## config.mk

```make
export PLATFORM = sky130hd
export DESIGN_NAME = seq_signed_multiplier
export DESIGN_NICKNAME = d
export VERILOG_FILES = /design/src/rtl/seq_signed_multiplier_pkg.sv /design/src/rtl/seq_signed_multiplier_row.sv /design/src/rtl/seq_signed_multiplier.sv
export SDC_FILE = /design/constraint.sdc
export NUM_CORES = 1
export LEC_CHECK = 0
export ABC_AREA = 1
export BUFFER_PORTS_ARGS = -buffer_cell sky130_fd_sc_hd__buf_2
export CAP_MARGIN = 15
export CORE_UTILIZATION = 53
export CTS_BUF_LIST = sky130_fd_sc_hd__clkbuf_4
export DETAILED_ROUTE_END_ITERATION = 8
export PLACE_DENSITY_LB_ADDON = 0.15
export SLEW_MARGIN = 20
export SYNTH_ARGS = -nofsm -noshare
export SYNTH_HDL_FRONTEND = slang
export SYNTH_SLANG_ARGS = --single-unit
```

## constraint.sdc

```tcl
create_clock -name clk -period 3 [get_ports clk]
set_input_delay 0.75 -clock clk [delete_from_list [all_inputs] [get_ports clk]]
set_output_delay 0.75 -clock clk [all_outputs]
set_load 0.005 [all_outputs]
```

## src/rtl/seq_signed_multiplier_pkg.sv

```systemverilog
// Shared definitions for the sequential signed multiplier: FSM state encoding
// and the default operand width.
package seq_signed_multiplier_pkg;

    typedef enum logic [1:0] {
        ST_IDLE = 2'd0,
        ST_CALC = 2'd1,
        ST_DONE = 2'd2
    } state_t;

    localparam int DEFAULT_WIDTH = 3;

endpackage

```

## src/rtl/seq_signed_multiplier_row.sv

```systemverilog
// One partial-product row: acc +/- (mbit ? a_shifted : 0) as a ripple chain of
// full-adder cells with AND-gated addend bits.
module mult_row
    import seq_signed_multiplier_pkg::*;
#(
    parameter int WIDTH = DEFAULT_WIDTH
) (
    input  logic [2*WIDTH-1:0] acc_i,
    input  logic [2*WIDTH-1:0] a_shifted_i,
    input  logic               mbit_i,
    input  logic               sub_i,
    output logic [2*WIDTH-1:0] acc_next_o
);

    localparam int PW = 2 * WIDTH;

    logic [PW-1:0] addend;
    logic [PW-1:0] carry;

    // Subtraction is two's complement: invert the gated addend and inject carry-in 1.
    assign carry[0] = sub_i;

    generate
        for (genvar gi = 0; gi < PW; gi++) begin : g_cell
            assign addend[gi]     = (a_shifted_i[gi] & mbit_i) ^ sub_i;
            assign acc_next_o[gi] = acc_i[gi] ^ addend[gi] ^ carry[gi];
            if (gi < PW - 1) begin : g_carry
                assign carry[gi+1] = (acc_i[gi] & addend[gi])
                                   | (carry[gi] & (acc_i[gi] ^ addend[gi]));
            end
        end
    endgenerate

endmodule

```

## src/rtl/seq_signed_multiplier.sv

```systemverilog
// Iterative two's-complement multiplier: one partial-product row per clock,
// start/busy/done handshake, registered product held until the next completion.
module seq_signed_multiplier
    import seq_signed_multiplier_pkg::*;
#(
    parameter int WIDTH = DEFAULT_WIDTH
) (
    input  logic                 clk,
    input  logic                 reset,
    input  logic                 start,
    input  logic [WIDTH-1:0]     a,
    input  logic [WIDTH-1:0]     b,
    output logic [2*WIDTH-1:0]   product,
    output logic                 busy,
    output logic                 done
);

    localparam int PW = 2 * WIDTH;
    localparam int CW = ($clog2(WIDTH) < 1) ? 1 : $clog2(WIDTH);

    state_t           state_q;
    logic [WIDTH-1:0] a_q;
    logic [WIDTH-1:0] b_q;
    logic [PW-1:0]    acc_q;
    logic [CW-1:0]    count_q;
    logic [PW-1:0]    product_q;
    logic             busy_q;
    logic             done_q;

    logic [PW-1:0]    a_ext;
    logic [PW-1:0]    a_shifted;
    logic             row_bit;
    logic             last_row;
    logic [PW-1:0]    acc_d;

    assign a_ext     = {{WIDTH{a_q[WIDTH-1]}}, a_q};
    assign a_shifted = a_ext << count_q;
    assign row_bit   = b_q[count_q];
    // The sign row of a two's-complement multiplier carries negative weight.
    assign last_row  = (count_q == CW'(WIDTH - 1));

    mult_row #(
        .WIDTH(WIDTH)
    ) u_row (
        .acc_i       (acc_q),
        .a_shifted_i (a_shifted),
        .mbit_i      (row_bit),
        .sub_i       (last_row),
        .acc_next_o  (acc_d)
    );

    always_ff @(posedge clk or posedge reset) begin
        if (reset) begin
            state_q   <= ST_IDLE;
            a_q       <= '0;
            b_q       <= '0;
            acc_q     <= '0;
            count_q   <= '0;
            product_q <= '0;
            busy_q    <= 1'b0;
            done_q    <= 1'b0;
        end else begin
            case (state_q)
                ST_IDLE: begin
                    busy_q <= 1'b0;
                    done_q <= 1'b0;
                    if (start) begin
                        a_q     <= a;
                        b_q     <= b;
                        acc_q   <= '0;
                        count_q <= '0;
                        busy_q  <= 1'b1;
                        state_q <= ST_CALC;
                    end
                end
                ST_CALC: begin
                    acc_q <= acc_d;
                    if (last_row) begin
                        product_q <= acc_d;
                        busy_q    <= 1'b0;
                        done_q    <= 1'b1;
                        state_q   <= ST_DONE;
                    end else begin
                        count_q <= count_q + 1'b1;
                    end
                end
                ST_DONE: begin
                    busy_q  <= 1'b0;
                    done_q  <= 1'b0;
                    state_q <= ST_IDLE;
                end
                default: begin
                    busy_q  <= 1'b0;
                    done_q  <= 1'b0;
                    state_q <= ST_IDLE;
                end
            endcase
        end
    end

    assign product = product_q;
    assign busy    = busy_q;
    assign done    = done_q;

endmodule

```

After elaboration in Yosys (flattened, before gate mapping). Cells that the tools add are included.

Add/subtract/negate cells: 1. Shift-type cells: 1. Mux-type cells: 15. Reduce and logical (&&, ||, !) cells: 7. Bitwise operators: 39. Eq/ne operators: 5. Magnitude comparators: 1.

Operators with widths (count): $xor A1 B1 Y1 (18); $and A1 B1 Y1 (16); $pmux W6 S2 (1); $mux W2 (4); $pmux W2 S2 (2); $reduce_and A2 Y1 (4); $mux W6 (1); $shl A6 B2 Y6 (1); $mux W1 (5); $or A1 B1 Y1 (5); $ne A2 B2 Y1 const B (2); $lt A2 B3 Y1 const B (1); $reduce_and A3 Y1 (1); $add A2 B1 Y2 const B (1); $bmux W1 S2 (1); $eq A2 B1 Y1 const B (1); $eq A2 B2 Y1 const B (1); $logic_not A2 Y1 (1); $ne A2 B1 Y1 const B (1); $pmux W1 S2 (1); $reduce_bool A2 Y1 (1).

Logic and storage cells: 77. Output and inout port bits: 8. Register bits: 24.

Depth between registers and ports, before layout.
Word-level depth: 17. Gate-level depth with buffers: 22.

Hierarchy. A second synthesis with hierarchy kept.

Cells, all modules: 170. Area, all modules: 1360.1 um^2.

Modules (own cells, without submodules): seq_signed_multiplier (cells each 126, sequential area each 600.6 um^2, instances 1, area each 1098.6 um^2); mult_row (cells each 44, sequential area each 0.0 um^2, instances 1, area each 261.5 um^2).

Worst setup path before layout. OpenSTA, ideal clock, no wires.

Kind: register -> register. Start point: reg count_q[0]. End point: reg acc_q[5]. Slack: 0.179 ns. Setup time: 0.118 ns. Arrival time: 2.704 ns. Cell stages (with the launch flop): 20. Period minus slack after synthesis: 2.821 ns. Data required time: 2.882 ns. Path through: dfrtp_1 > inv_2 > ha_1 > buf_4 > xor2_1 > fa_1 > inv_1 > fa_1 > inv_1 > fa_1 > inv_1 > fa_1 > inv_1 > nand2_1 > nand2_1 > nand2_1 > nand2_1 > nand3_1 > nand3_1 > nand2_1.

Longest elaborated chain between the ends: 17.

Ends and longest elaborated chain: from (decl) (RTL line seq_signed_multiplier.sv:25) `logic [CW-1:0] count_q;`; from (signal assigned) (RTL line seq_signed_multiplier.sv:84) `count_q <= count_q + 1'b1;`; $bmux W1 S2 (RTL line seq_signed_multiplier.sv:38) `assign row_bit = b_q[count_q];`; $mux W1 (implied by the code) (RTL line seq_signed_multiplier.sv:38); $and A1 B1 Y1 (RTL line seq_signed_multiplier_row.sv:25) `assign addend[gi] = (a_shifted_i[gi] & mbit_i) ^ sub_i;`; $xor A1 B1 Y1 (RTL line seq_signed_multiplier_row.sv:25); $xor A1 B1 Y1 (RTL line seq_signed_multiplier_row.sv:29) `| (carry[gi] & (acc_i[gi] ^ addend[gi]));`; $and A1 B1 Y1 (RTL line seq_signed_multiplier_row.sv:29); $or A1 B1 Y1 (RTL line seq_signed_multiplier_row.sv:29); $and A1 B1 Y1 (RTL line seq_signed_multiplier_row.sv:29); $or A1 B1 Y1 (RTL line seq_signed_multiplier_row.sv:29); $and A1 B1 Y1 (RTL line seq_signed_multiplier_row.sv:29); $or A1 B1 Y1 (RTL line seq_signed_multiplier_row.sv:29); $and A1 B1 Y1 (RTL line seq_signed_multiplier_row.sv:29); $or A1 B1 Y1 (RTL line seq_signed_multiplier_row.sv:29); $and A1 B1 Y1 (RTL line seq_signed_multiplier_row.sv:29); $or A1 B1 Y1 (RTL line seq_signed_multiplier_row.sv:29); $xor A1 B1 Y1 (*) (RTL line seq_signed_multiplier_row.sv:26) `assign acc_next_o[gi] = acc_i[gi] ^ addend[gi] ^ carry[gi];`; $pmux W6 S2 (*) (RTL line seq_signed_multiplier.sv:63) `case (state_q)`; to (signal assigned) (RTL line seq_signed_multiplier.sv:57) `acc_q <= '0;`; to (signal assigned) (RTL line seq_signed_multiplier.sv:70) `acc_q <= '0;`; to (signal assigned) (RTL line seq_signed_multiplier.sv:77) `acc_q <= acc_d;`; to (decl) (RTL line seq_signed_multiplier.sv:24) `logic [PW-1:0] acc_q;`.

Every way passes the cells marked *; elsewhere a longest branch is shown, timed or not. The select of a mux whose other input is x is not followed. A chain may end at the register's enable or synchronous reset.

Worst setup path after layout. Same ends and word-level chain as after synthesis.

==> impl_metrics.yaml <==
sta:
  rsz0062_at_grt: "yes"
  tightest_slew_ps: 859
  fin_crit_sh_pct: 98.8
  hold_viol: 0
  skew_ps: 3.85
  relSlewSlack_pct: 42.7
  max_freq_mhz: 337
  period_needed_ps: 2960
  slew_violations: 0
  setup_viol: 0
min_path:
  worstHoldStart: "busy"
  holdCritPathClass: "register to register"
die:
  boundaryPins: 17
  rows: 17
  core_um2: 2250
  die_x_um: 51.2
  die_area_um2: 2620
  fp.dieH_um: 51.2
  initial_core_util_pct: 56.8
worst_setup_path:
  crit_family: "adder cells"
  reg2reg_depth: 20
  crit_start: "count_q[0]"
  r2r_setup_slack_ps: 40
  crit_fanout: 7
  path_buf_inv: 5
  arrival_ps: 3190
  r2r-start: "count_q[0]"
  path_class: "register to register"
  crit_path_start_kind: "register"
  cp_data_required_time_ps: 3230
  slowest_stage: "dfrtp_2"
  rr_endpoint: "acc_q[5]"
  crit_end: "acc_q[5]"
  critPathCaptureType: "register"
  cp_cell_sequence: "nor2_1, nand3_4, nand2_2, o21ai_1, fa_2, inv_1, fa_2, inv_2, fa_1, inv_1, fa_2, inv_1, nand2_1, nand2_1, nand2_1, nand2_2, inv_1, nand2_2, nand3_1, nand2_1"
  path_depth: 20
  slowest_delay_ps: 480
place:
  port_buffers: 16
  placed_area_um2: 1410
  dpl.cell_count: 197
  hpwl_um: 1800
  routabilityCongestion: 0.849
final_layout:
  fin_cells: 203
  fill_cells: 192
  area_growth_pct: 18.8
  drive_above_1_share_pct: 28.0
  nets: 190
  diodes: 0
  final_area_um2: 1520
global_routing:
  grt_usage_pct: 23.5
  grt_max_degree: 25
  first_global_vias: 1124
  overflow: 0
  grt_pass1_wl_um: 4490
  antenna_found_initial: 0
clocking:
  cts_made_buffers: 3
  cts-root-buf: "clkbuf_4"
  cts_tree: "built"
  cts_hold_buffers: 0
  ctsLongestPathBuffers: 2
  cts_sinks: 24
  clk_pin_slew_ps: 140
  clkLatencyLatePin_ps: 320
  htree_levels: 1
yosys:
  synth_seq_area_share_pct: 46.9
  ys_types: 19
  netlist.area_leader.share_pct: 46.9
  yosys.area.top_type: "dfrtp_1"
  synth_cells: 151
  syn_area_um2: 1280
  avgSynthCellArea_um2: 8.48
  synth_area_leaders: "dfrtp_1 47%, nand2_1 15%, fa_1 6.3%"
  ys_ff_latch: 24
  synth-warning-count: 0
  syn-num-nets: 165
route:
  vias: 1073
  drc_errors: 0
  drt-total-wl_um: 2590
  postRouteAntennaNets: 0
  drt_iter0_markers: 16
  wl_per_cell_um: 12.8
  vias_per_cell: 5.29
  dr.pass1.iters: 4
run:
  cap_violations: 0
power:
  p_leak_nw: 0.789
  power_density_nw_per_um2: 1260
  ir_drop_mv: 0.684
run_status:
  outcome: "finished, final reports clean"
[cells in the mapped netlist]
cell and instances:
inv_2 2, inv_1 21, xor2_1 4, o21ai_0 13, nand3_1 8, dfrtp_1 24, nand2_2 3, nand3b_1 2
ha_1 1, o21ai_1 1, nand2_1 50, nor2_4 3, nand4_1 2, nor2_1 5, buf_4 1, o22ai_1 3
nand2_4 3, nand3_2 1, fa_1 4
[routing by layer]
metal	wire (um)	vias to the layer above	track usage (%)
met4	72	0	11.1
li1	-	519	-
met3	73	9	3.27
met2	1380	32	43.9
met5	0	-	0
met1	1070	513	25.7
[cells in the final DEF, fill, tap and decap left out, types with 4 or more instances in the layout]
| cell type | n |
|---|---|
| nand2_1 | 48 |
| inv_2 | 4 |
| nor2_4 | 4 |
| o21ai_0 | 11 |
| nand2_2 | 5 |
| nor2_1 | 4 |
| buf_2 | 16 |
| dfrtp_1 | 23 |
| inv_1 | 19 |
| buf_4 | 5 |
| nand3_1 | 7 |
[cells by family after synthesis]
kind of cell    synth area share [%]
fa+ha+maj                       7.23
simple gates                    28.9
flops                           46.9
compound gates                  6.93
buf+inv                         7.32
xor+xnor                        2.73
[sequential cells by signal (all words and copies together), names as in the netlist]
| name | count |
|---|---|
| product | 6 |
| done | 1 |
| count_q | 2 |
| a_q | 3 |
| acc_q | 6 |
| b_q | 3 |
| busy | 1 |
| state_q | 2 |
[area by class of cell]
class | count | area [um^2] | share of cell area, %
inverter | 23 | 86.3 | 5.67
tap | 28 | 35.0 | 2.30
clock inverter | 1 | 30.0 | 1.97
timing repair buffer | 21 | 118 | 7.72
multi-input combinational | 103 | 629 | 41.3
sequential | 24 | 602 | 39.5
clock buffer | 3 | 22.5 | 1.48
[report_power, final]
group / internal [W] / switching, W
Combinational: 0.000416 / 0.000675
Sequential: 0.000480 / 0.000102
Clock: 0.000135 / 0.000103
[metrics by stage]
step           hold WS, ps  util, %  setup TNS (ps)  power, W  setup slack, ps
3_5_place_dp           459     62.6            -164   0.00156            -85.5
2_1_floorplan          442        -               0   0.00130              179
3_3_place_gp           453     62.6               0   0.00150             4.25
5_1_grt                537     67.5            -332   0.00210             -172
6_report               490     67.5               0   0.00191             36.0
4_1_cts                493     66.3               0   0.00185             16.0
[repair_timing]
item                       4_1_cts  5_1_grt
pin swaps                        2        2
setup endpoints to repair        2        2
setup buffers                    1        1
resized for setup               10        6
[worst min-delay path: cells and delay by family, from the launching register on]
family,cells,cell delay [ps]
simple gates,2,100
flops,1,360
[worst min-delay path by stage]
| stage | end | slack (ps) | cells after the start |
|---|---|---|---|
| 2_1_floorplan | b_q[1] | 440 | 2 |
| 3_3_place_gp | busy | 450 | 2 |
| 3_5_place_dp | b_q[1] | 460 | 2 |
| 4_1_cts | b_q[1] | 490 | 2 |
| 5_1_grt | product[5] | 540 | 2 |
| 6_report | busy | 490 | 2 |
Power figures use the tool's default switching activity.
